[config.mk]
export PLATFORM = sky130hd
export DESIGN_NAME = poly_phase_accu
export DESIGN_NICKNAME = d
export VERILOG_FILES = /design/src/rtl/poly_phase_accu.sv
export SDC_FILE = /design/constraint.sdc
export NUM_CORES = 1
export LEC_CHECK = 0
export ABC_AREA = 0
export BUFFER_PORTS_ARGS = -buffer_cell sky130_fd_sc_hd__buf_2
export CELL_PAD_IN_SITES_DETAIL_PLACEMENT = 1
export CELL_PAD_IN_SITES_GLOBAL_PLACEMENT = 1
export CORE_MARGIN = 2
export CORE_UTILIZATION = 25
export CTS_BUF_LIST = sky130_fd_sc_hd__clkbuf_8
export DETAILED_ROUTE_END_ITERATION = 10
export GPL_TIMING_DRIVEN = 0
export PLACE_DENSITY_LB_ADDON = 0.1
export SETUP_SLACK_MARGIN = 0.3
export SLEW_MARGIN = 15
export SYNTH_ARGS = -nofsm -noshare
export SYNTH_HDL_FRONTEND = slang
export SYNTH_SLANG_ARGS = --single-unit
[constraint.sdc]
create_clock -name i_clk50mhz -period 15.2 [get_ports i_clk50mhz]
set_clock_uncertainty 0.2 [all_clocks]
set_input_delay 3.04 -clock i_clk50mhz [delete_from_list [all_inputs] [get_ports i_clk50mhz]]
set_output_delay 3.04 -clock i_clk50mhz [all_outputs]
set_load 0.005 [all_outputs]
[src/rtl/poly_phase_accu.sv]
// Time-multiplexed multi-voice phase accumulator: one voice per cycle per sample tick.
// Optional FCW glide (slewed frequency changes) is enabled by defining PPA_GLIDE_EN.
module poly_phase_accu #(
  parameter int VOICES      = 8,
  parameter int ACC_W       = 24,
  parameter int ADDR_W      = 16,
  parameter int GLIDE_SHIFT = 6
) (
  input  logic                       i_clk50mhz,
  input  logic                       i_rst,
  input  logic                       i_tick,
  input  logic                       i_wr_en,
  input  logic [$clog2(VOICES)-1:0]  i_wr_voice,
  input  logic [ACC_W-1:0]           i_wr_fcw,
  input  logic                       i_wr_sync,
  output logic                       o_valid,
  output logic [$clog2(VOICES)-1:0]  o_voice,
  output logic [ADDR_W-1:0]          o_addr,
  output logic                       o_busy,
  output logic                       o_overrun
);

  localparam int VW = $clog2(VOICES);
  // The scan counter has to reach VOICES so the last RUN cycle can absorb a late tick.
  localparam int CW = VW + 1;

  typedef enum logic {
    ST_IDLE = 1'b0,
    ST_RUN  = 1'b1
  } state_t;

  state_t            state_r;
  state_t            state_s;
  logic [CW-1:0]     cnt_r;
  logic [CW-1:0]     cnt_s;
  logic              upd_s;
  logic [VW-1:0]     upd_voice_s;
  logic              tick_drop_s;
  logic              wr_ok_s;
  logic [ACC_W-1:0]  fcw_use_s;
  logic [ACC_W-1:0]  phase_new_s;

  logic [ACC_W-1:0]  phase_r   [VOICES];
  logic [ACC_W-1:0]  fcw_tgt_r [VOICES];
  logic [VOICES-1:0] sync_r;

  if (VOICES < 2 || VOICES > 64 || ADDR_W > ACC_W || GLIDE_SHIFT < 0) begin : g_bad_params
    $error("poly_phase_accu: illegal parameter combination");
  end

  if ((1 << VW) == VOICES) begin : g_wr_full
    assign wr_ok_s = i_wr_en;
  end else begin : g_wr_part
    assign wr_ok_s = i_wr_en && (i_wr_voice < VW'(VOICES));
  end

  // Scan sequencing: the tick cycle itself updates voice 0, RUN covers voices 1..VOICES-1 plus one tail cycle.
  always_comb begin
    state_s     = state_r;
    cnt_s       = cnt_r;
    upd_s       = 1'b0;
    upd_voice_s = '0;
    tick_drop_s = 1'b0;
    case (state_r)
      ST_IDLE: begin
        if (i_tick) begin
          state_s = ST_RUN;
          cnt_s   = CW'(1);
          upd_s   = 1'b1;
        end else begin
          state_s = ST_IDLE;
          cnt_s   = '0;
        end
      end
      ST_RUN: begin
        tick_drop_s = i_tick;
        if (cnt_r == CW'(VOICES)) begin
          state_s = ST_IDLE;
          cnt_s   = '0;
        end else begin
          upd_s       = 1'b1;
          upd_voice_s = cnt_r[VW-1:0];
          cnt_s       = cnt_r + CW'(1);
        end
      end
      default: begin
        state_s = ST_IDLE;
        cnt_s   = '0;
      end
    endcase
  end

`ifdef PPA_GLIDE_EN
  logic [ACC_W-1:0]      fcw_cur_r [VOICES];
  logic signed [ACC_W:0] diff_s;
  logic signed [ACC_W:0] step_s;
  logic [ACC_W-1:0]      glide_new_s;

  assign fcw_use_s = fcw_cur_r[upd_voice_s];

  // Glide step: move fcw_cur toward the target by diff/2^GLIDE_SHIFT, snapping once the step rounds to zero.
  always_comb begin
    diff_s = $signed({1'b0, fcw_tgt_r[upd_voice_s]}) - $signed({1'b0, fcw_cur_r[upd_voice_s]});
    step_s = diff_s >>> GLIDE_SHIFT;
    if (step_s != '0) begin
      glide_new_s = fcw_cur_r[upd_voice_s] + step_s[ACC_W-1:0];
    end else begin
      glide_new_s = fcw_tgt_r[upd_voice_s];
    end
  end

  // Per-voice current FCW, advanced only when that voice is updated.
  always_ff @(posedge i_clk50mhz or posedge i_rst) begin
    if (i_rst) begin
      for (int v = 0; v < VOICES; v++) begin
        fcw_cur_r[v] <= '0;
      end
    end else if (upd_s) begin
      fcw_cur_r[upd_voice_s] <= glide_new_s;
    end
  end
`else
  assign fcw_use_s = fcw_tgt_r[upd_voice_s];
`endif

  // New phase for the voice being stepped; a pending sync replaces the add with zero.
  always_comb begin
    if (sync_r[upd_voice_s]) begin
      phase_new_s = '0;
    end else begin
      phase_new_s = phase_r[upd_voice_s] + fcw_use_s;
    end
  end

  // Phase, target FCW and sync-pending storage; a write on the update edge lands after the update.
  always_ff @(posedge i_clk50mhz or posedge i_rst) begin
    if (i_rst) begin
      for (int v = 0; v < VOICES; v++) begin
        phase_r[v]   <= '0;
        fcw_tgt_r[v] <= '0;
      end
      sync_r <= '0;
    end else begin
      if (upd_s) begin
        phase_r[upd_voice_s] <= phase_new_s;
        sync_r[upd_voice_s]  <= 1'b0;
      end
      if (wr_ok_s) begin
        fcw_tgt_r[i_wr_voice] <= i_wr_fcw;
        if (i_wr_sync) begin
          sync_r[i_wr_voice] <= 1'b1;
        end
      end
    end
  end

  // FSM state and registered outputs.
  always_ff @(posedge i_clk50mhz or posedge i_rst) begin
    if (i_rst) begin
      state_r   <= ST_IDLE;
      cnt_r     <= '0;
      o_valid   <= 1'b0;
      o_voice   <= '0;
      o_addr    <= '0;
      o_busy    <= 1'b0;
      o_overrun <= 1'b0;
    end else begin
      state_r   <= state_s;
      cnt_r     <= cnt_s;
      o_valid   <= upd_s;
      o_voice   <= upd_s ? upd_voice_s : '0;
      o_addr    <= upd_s ? phase_new_s[ACC_W-1 -: ADDR_W] : '0;
      o_busy    <= (state_s == ST_RUN);
      o_overrun <= tick_drop_s;
    end
  end

endmodule

==> results.yml, run 1 <==
place:
  port_buffers: 49
  gp_congestion: 0.8346
  hpwl_um: 53830
  pre_cts_ws_ns: 7.946
  placed_area_um2: 21400
floorplanning:
  rows: 102
  ios: 54
  start_util_pct: 25.35
  core_area_um2: 77720
  fp.dieH_um: 284.7
  dieArea_um2: 81070
  die_x_um: 284.7
worst_setup_path:
  cp.arrival_ns: 7.57
  critPathRequiredTime_ns: 15.51
  end_kind: "register"
  setup.worst_path.start_class: "register"
  critPathMaxFanout: 10
  worst-setup-path-type: "register to register"
  rrSetupSlack_ns: 7.94
clock_network:
  post_cts_buffers: 0
  cts-buffers-inserted: 84
  ctsLongestPathBuffers: 3
  cts-root-buf: "clkbuf_8"
  htree_levels: 3
  cts_hold_buf: 0
  ctsResizeCount: 0
  insertion_delay_ns: 0.68
  cts.sinks: 417
  path_clk_slew_ns: 0.06
  cts_tree: "yes"
layout:
  drive_gt1_share_pct: 20.19
  fillers: 8866
  mostFrequentLayoutCell: "nand2_1"
  finish.net_count: 2156
  area_delta_synth_final_pct: 17.31
  layout_common_cells: "524 x nand2_1, 417 x dfrtp_1, 202 x mux2_2"
  final_util_pct: 29.74
  stdcell_area_um2: 23110
drt:
  route.vias.total: 15572
  drc_errors: 0
  avgViaCountPerCell: 4.859
  wl_um: 76550
  ant_nets: 0
  drtIter0Drc: 752
  post_drt_wl_per_cell_um: 23.88
  first_pass_iters: 5
global_routing:
  grt-ovfl-total: 0
  grt_pass1_wl_um: 113000
  grt_pass1_vias: 16688
  antenna_found_initial: 3
  grt_start_max_net_pins: 99
  grt_usage_pct: 18.91
timing:
  finalHoldViolations: 0
  setup_slack_ns: 7.941
  clock.fmax_mhz: 137.8
  min_period_ns: 7.259
  final_max_slew_viol_count: 0
  relSlewSlack_pct: 20.75
  tightest_slew_ns: 1.189
  setup_tns_ns: 0
  fin_crit_sh_pct: 47.76
  setup_violations: 0
  rsz0062_at_grt: "false"
synth:
  ys.flop_type: "dfrtp_1"
  async_reset_ff_share_pct: 100.0
  synth-edff-count: 0
  yosysSeqAreaShare_pct: 52.96
  synth_seq_cells: 417
  syn-cell-area_um2: 19700
  synthCells: 1957
  yosysTopAreaCell: "dfrtp_1"
  syn_nets: 2015
  synth_top_area_share_pct: 52.96
  yosys.cell_types.count: 66
  synthTopCellsByArea: "dfrtp_1 53%, mux2_2 12%, nand2_1 10%"
  yosysWarnings: 0
  avgSynthCellArea_um2: 10.07
worst_hold_path:
  hold_path_class: "register to register"
status:
  outcome: "completed"
flow_run:
  drv_cap: 0
synth_stat cells, types with 6 or more instances:
cell / number
a211oi_1: 6
a21o_1: 11
a21oi_1: 83
a22o_1: 20
a32oi_1: 31
and2_1: 7
and3_1: 43
buf_1: 14
buf_2: 22
clkbuf_1: 96
dfrtp_1: 417
ha_1: 25
inv_1: 10
mux2_2: 202
mux2i_1: 33
nand2_1: 524
nand3_1: 71
nor2_1: 23
nor3_1: 8
o21ai_0: 143
o21ai_1: 20
o21ai_2: 8
o31ai_1: 18
or4_1: 15
xnor2_1: 13
xor2_1: 6
flip-flops by register name (all words and copies together), names as in the netlist:
signal     flops
state_r        1
fcw_tgt_r    192
sync_r         8
o_voice        3
o_overrun      1
cnt_r          4
phase_r      192
o_addr        16
path summary, 6_finish.rpt:
| kind | start | end | depth (start not counted) |
|---|---|---|---|
| max in group asynchronous | i_rst | phase_r[87]$_DFFE_PP0P_ | 4 |
| min in group asynchronous | i_rst | fcw_tgt_r[25]$_DFFE_PP0P_ | 2 |
| worst min register to register | phase_r[7]$_DFFE_PP0P_ | phase_r[7]$_DFFE_PP0P_ | 2 |
| worst max register to register | cnt_r[0]$_DFF_PP0_ | o_addr[15]$_DFF_PP0_ | 19 |
| worst max-delay path | cnt_r[0]$_DFF_PP0_ | o_addr[15]$_DFF_PP0_ | 19 |
| worst min-delay path | phase_r[7]$_DFFE_PP0P_ | phase_r[7]$_DFFE_PP0P_ | 2 |
cells by family (layout without fill, tap and decap cells):
family	Yosys count	after routing	synth area share (%)
AOI/OAI and AO/OA	382	382	12.09
xor gates and xnor gates	20	20	0.9272
adders and majority gates	26	26	1.689
buffers and inverters	151	358	3.232
DFF	417	417	52.96
muxes	235	235	13.22
other	0	1	0
and+or+nand+nor	726	726	15.88
worst max-delay path: stages, from the launching register on:
cell	delay (ns)
dfrtp_1	0.53
inv_1	0.15
ha_1	0.28
nand3b_2	0.19
nand2_2	0.12
inv_2	0.11
buf_2	0.23
buf_1	0.90
clkbuf_1	0.90
nand2_1	0.11
nand3_1	0.11
and3_1	0.29
ha_1	0.32
a21o_1	0.20
o21bai_1	0.27
o31ai_1	0.61
o21ai_1	0.35
a31oi_1	0.49
xnor2_2	0.29
nor2_1	0.43
layer usage:
| metal | GRT usage [%] | up-vias | share of wire (%) |
|---|---|---|---|
| met5 | 0 | - | 0.020 |
| met4 | 6.211 | 4 | 2.7 |
| met3 | 3.408 | 127 | 4.0 |
| met2 | 32.04 | 264 | 49 |
| met1 | 24.32 | 8058 | 45 |
| li1 | - | 7119 | - |
area by class of cell:
cell class | count | area, um2 | area share [%]
clock buffers | 107 | 1473 | 6.372
repair buffers | 55 | 370.4 | 1.602
flip-flops and latches | 417 | 10440 | 45.15
plain buffers | 140 | 595.6 | 2.577
well taps | 1040 | 1301 | 5.630
inverters | 11 | 48.80 | 0.2111
diodes | 1 | 2.502 | 0.01083
clock inverters | 45 | 227.7 | 0.9853
multi-input cells | 1389 | 8658 | 37.46
per-stage QoR:
stage	hold slack, ns	std cells
finish	0.2766	3205
global route	0.2989	3205
CTS	0.2832	3204
detailed placement	0.2694	3052
global placement	0.2593	3046
floorplan	0.2407	1957
Power of run 1 is left out: the tool's default activity adds up to more than one toggle a clock period on the data nets, which glitch-free logic cannot reach.
==> run 2: changes to the inputs <==
==> constraint.sdc (replaced) <==
create_clock -name i_clk50mhz -period 6.4 [get_ports i_clk50mhz]
set_clock_uncertainty 0.2 [all_clocks]
set_input_delay 1.28 -clock i_clk50mhz [delete_from_list [all_inputs] [get_ports i_clk50mhz]]
set_output_delay 1.28 -clock i_clk50mhz [all_outputs]
set_load 0.005 [all_outputs]
==> run 2 against run 1 <==
  * Register-to-register slack got worse by 7.4 ns
  * Utilization grew 0.37 points
  * Global-route usage is 0.14 points higher
  * Fmax up 24%
  * Worst hold slack hardly changed
==> results.yml, run 2 (synthesis results as in run 1) <==
floorplanning:
  ios: 54
  die_x_um: 284.7
  rows: 102
  fp.dieH_um: 284.7
  start_util_pct: 25.35
  dieArea_um2: 81070
  core_area_um2: 77720
layout:
  layout_common_cells: "523 x nand2_1, 417 x dfrtp_1, 202 x mux2_2"
  stdcell_area_um2: 23400
  mostFrequentLayoutCell: "nand2_1"
  final_util_pct: 30.10
  drive_gt1_share_pct: 21.96
  area_delta_synth_final_pct: 18.75
  finish.net_count: 2170
  reg.largest.list: "fcw_tgt_r x192, phase_r x192, o_addr x16"
worst_hold_path:
  hold_path_depth: 2
  hold_path_class: "register to register"
timing:
  relSlewSlack_pct: 23.02
  clock.fmax_mhz: 171.4
  setup_violations: 0
  final_max_slew_viol_count: 0
  finalHoldViolations: 0
  tightest_slew_ns: 1.155
  rsz0062_at_grt: "false"
  min_period_ns: 5.836
  fin_crit_sh_pct: 91.18
  setup_tns_ns: 0
place:
  port_buffers: 49
  gp_congestion: 0.8500
  hpwl_um: 54710
  placed_area_um2: 21600
clock_network:
  cts_tree: "yes"
  cts_hold_buf: 0
  cts-root-buf: "clkbuf_8"
  path_clk_slew_ns: 0.06
  cts-buffers-inserted: 83
  insertion_delay_ns: 0.69
  htree_levels: 3
  cts.sinks: 417
  ctsLongestPathBuffers: 3
global_routing:
  grt_pass1_wl_um: 114200
  grt_start_max_net_pins: 35
  grt_pass1_vias: 16700
  antenna_found_initial: 9
  grt-ovfl-total: 0
  grt_usage_pct: 19.05
worst_setup_path:
  worstRegToRegCells: 19
  worst-setup-path-type: "register to register"
  critPathRequiredTime_ns: 6.73
  cp.arrival_ns: 6.16
  rrSetupSlack_ns: 0.56
  slowest_stage: "clkdlybuf4s15_1"
  end_kind: "register"
  critPathMaxFanout: 10
  crit_path_max_incr_delay_ns: 0.75
  setup.worst_path.start_class: "register"
  crit_chain: "inv_1, ha_1, and2_1, buf_6, nor2_2, o21ai_1, clkdlybuf4s15_1, a32oi_1, and3_1, ha_1, clkbuf_1, a21o_1, a21o_1, a221oi_2, or4b_1, nand3_1, or2_1, buf_4, o21ai_1"
drt:
  wl_um: 76730
  drc_errors: 0
  ant_nets: 0
  drtIter0Drc: 755
  route.vias.total: 15572
  avgViaCountPerCell: 4.850
  first_pass_iters: 5
  post_drt_wl_per_cell_um: 23.90
status:
  outcome: "completed"
flow_run:
  drv_cap: 0
==> run 2: cell types whose count changed in the layout (fill, tap and decap cells not counted), sizes merged <==
cell           before  now
buf                98  107
clkbuf            204  200
clkinv             10    6
clkdlybuf4s15       0    3
diode               1    3
bufinv              1    0
clkinvlp            2    3
==> run 2: cell type report <==
| class | count | area (um2) |
|---|---|---|
| timing repair buffer | 70 | 630.6 |
| clock inverter | 41 | 201.4 |
| multi-input combinational | 1389 | 8743 |
| buffer | 140 | 656.9 |
| sequential | 417 | 10440 |
| clock buffer | 100 | 1376 |
| fill | 8790 | 54320 |
| inverter | 11 | 45.04 |
| tap | 1040 | 1301 |
| antenna | 3 | 7.507 |
==> run 2: worst paths after layout <==
kind / start / end
max: cnt_r[0]$_DFF_PP0_ / phase_r[142]$_DFFE_PP0P_
min: phase_r[55]$_DFFE_PP0P_ / phase_r[55]$_DFFE_PP0P_
max reg2reg: cnt_r[0]$_DFF_PP0_ / phase_r[142]$_DFFE_PP0P_
min reg2reg: phase_r[55]$_DFFE_PP0P_ / phase_r[55]$_DFFE_PP0P_
max in group asynchronous: i_rst / phase_r[136]$_DFFE_PP0P_
min in group asynchronous: i_rst / fcw_tgt_r[173]$_DFFE_PP0P_
==> run 2: timing repair <==
item,CTS,global route
endpoints found under the setup margin,148,100
gates resized for setup,34,32
pin swaps,3,1
buffers inserted,3,1
cloned,0,0
==> run 2: layer usage <==
layer / up-vias / GRT usage, % / wire, um / part of all wire (%)
li1: 7140 / - / - / -
met1: 8062 / 25.17 / 34900 / 45
met2: 252 / 32.45 / 37500 / 49
met3: 112 / 2.752 / 2527 / 3.3
met4: 6 / 5.303 / 1762 / 2.3
met5: - / 0 / 33 / 0.043
==> run 2: through the flow <==
stage                     worst slack [ns]  hold slack, ns  cells
after floorplan                    -0.7035          0.2407   1957
after global placement              -3.866          0.2604   3046
after detailed placement           -0.8284          0.2668   3063
after CTS                           0.2953          0.2802   3207
after global routing                0.3166          0.2993   3210
final                               0.5645          0.2766   3211
==> run 2: worst max-delay path: cells and delay by family (launching register included) <==
| family | cells | cell delay [ns] |
|---|---|---|
| compound gates | 6 | 1.82 |
| flops | 1 | 0.50 |
| buf+inv | 5 | 1.45 |
| simple gates | 6 | 1.20 |
| fa+ha+maj | 2 | 0.51 |
Power of run 2 is left out for the same reason.
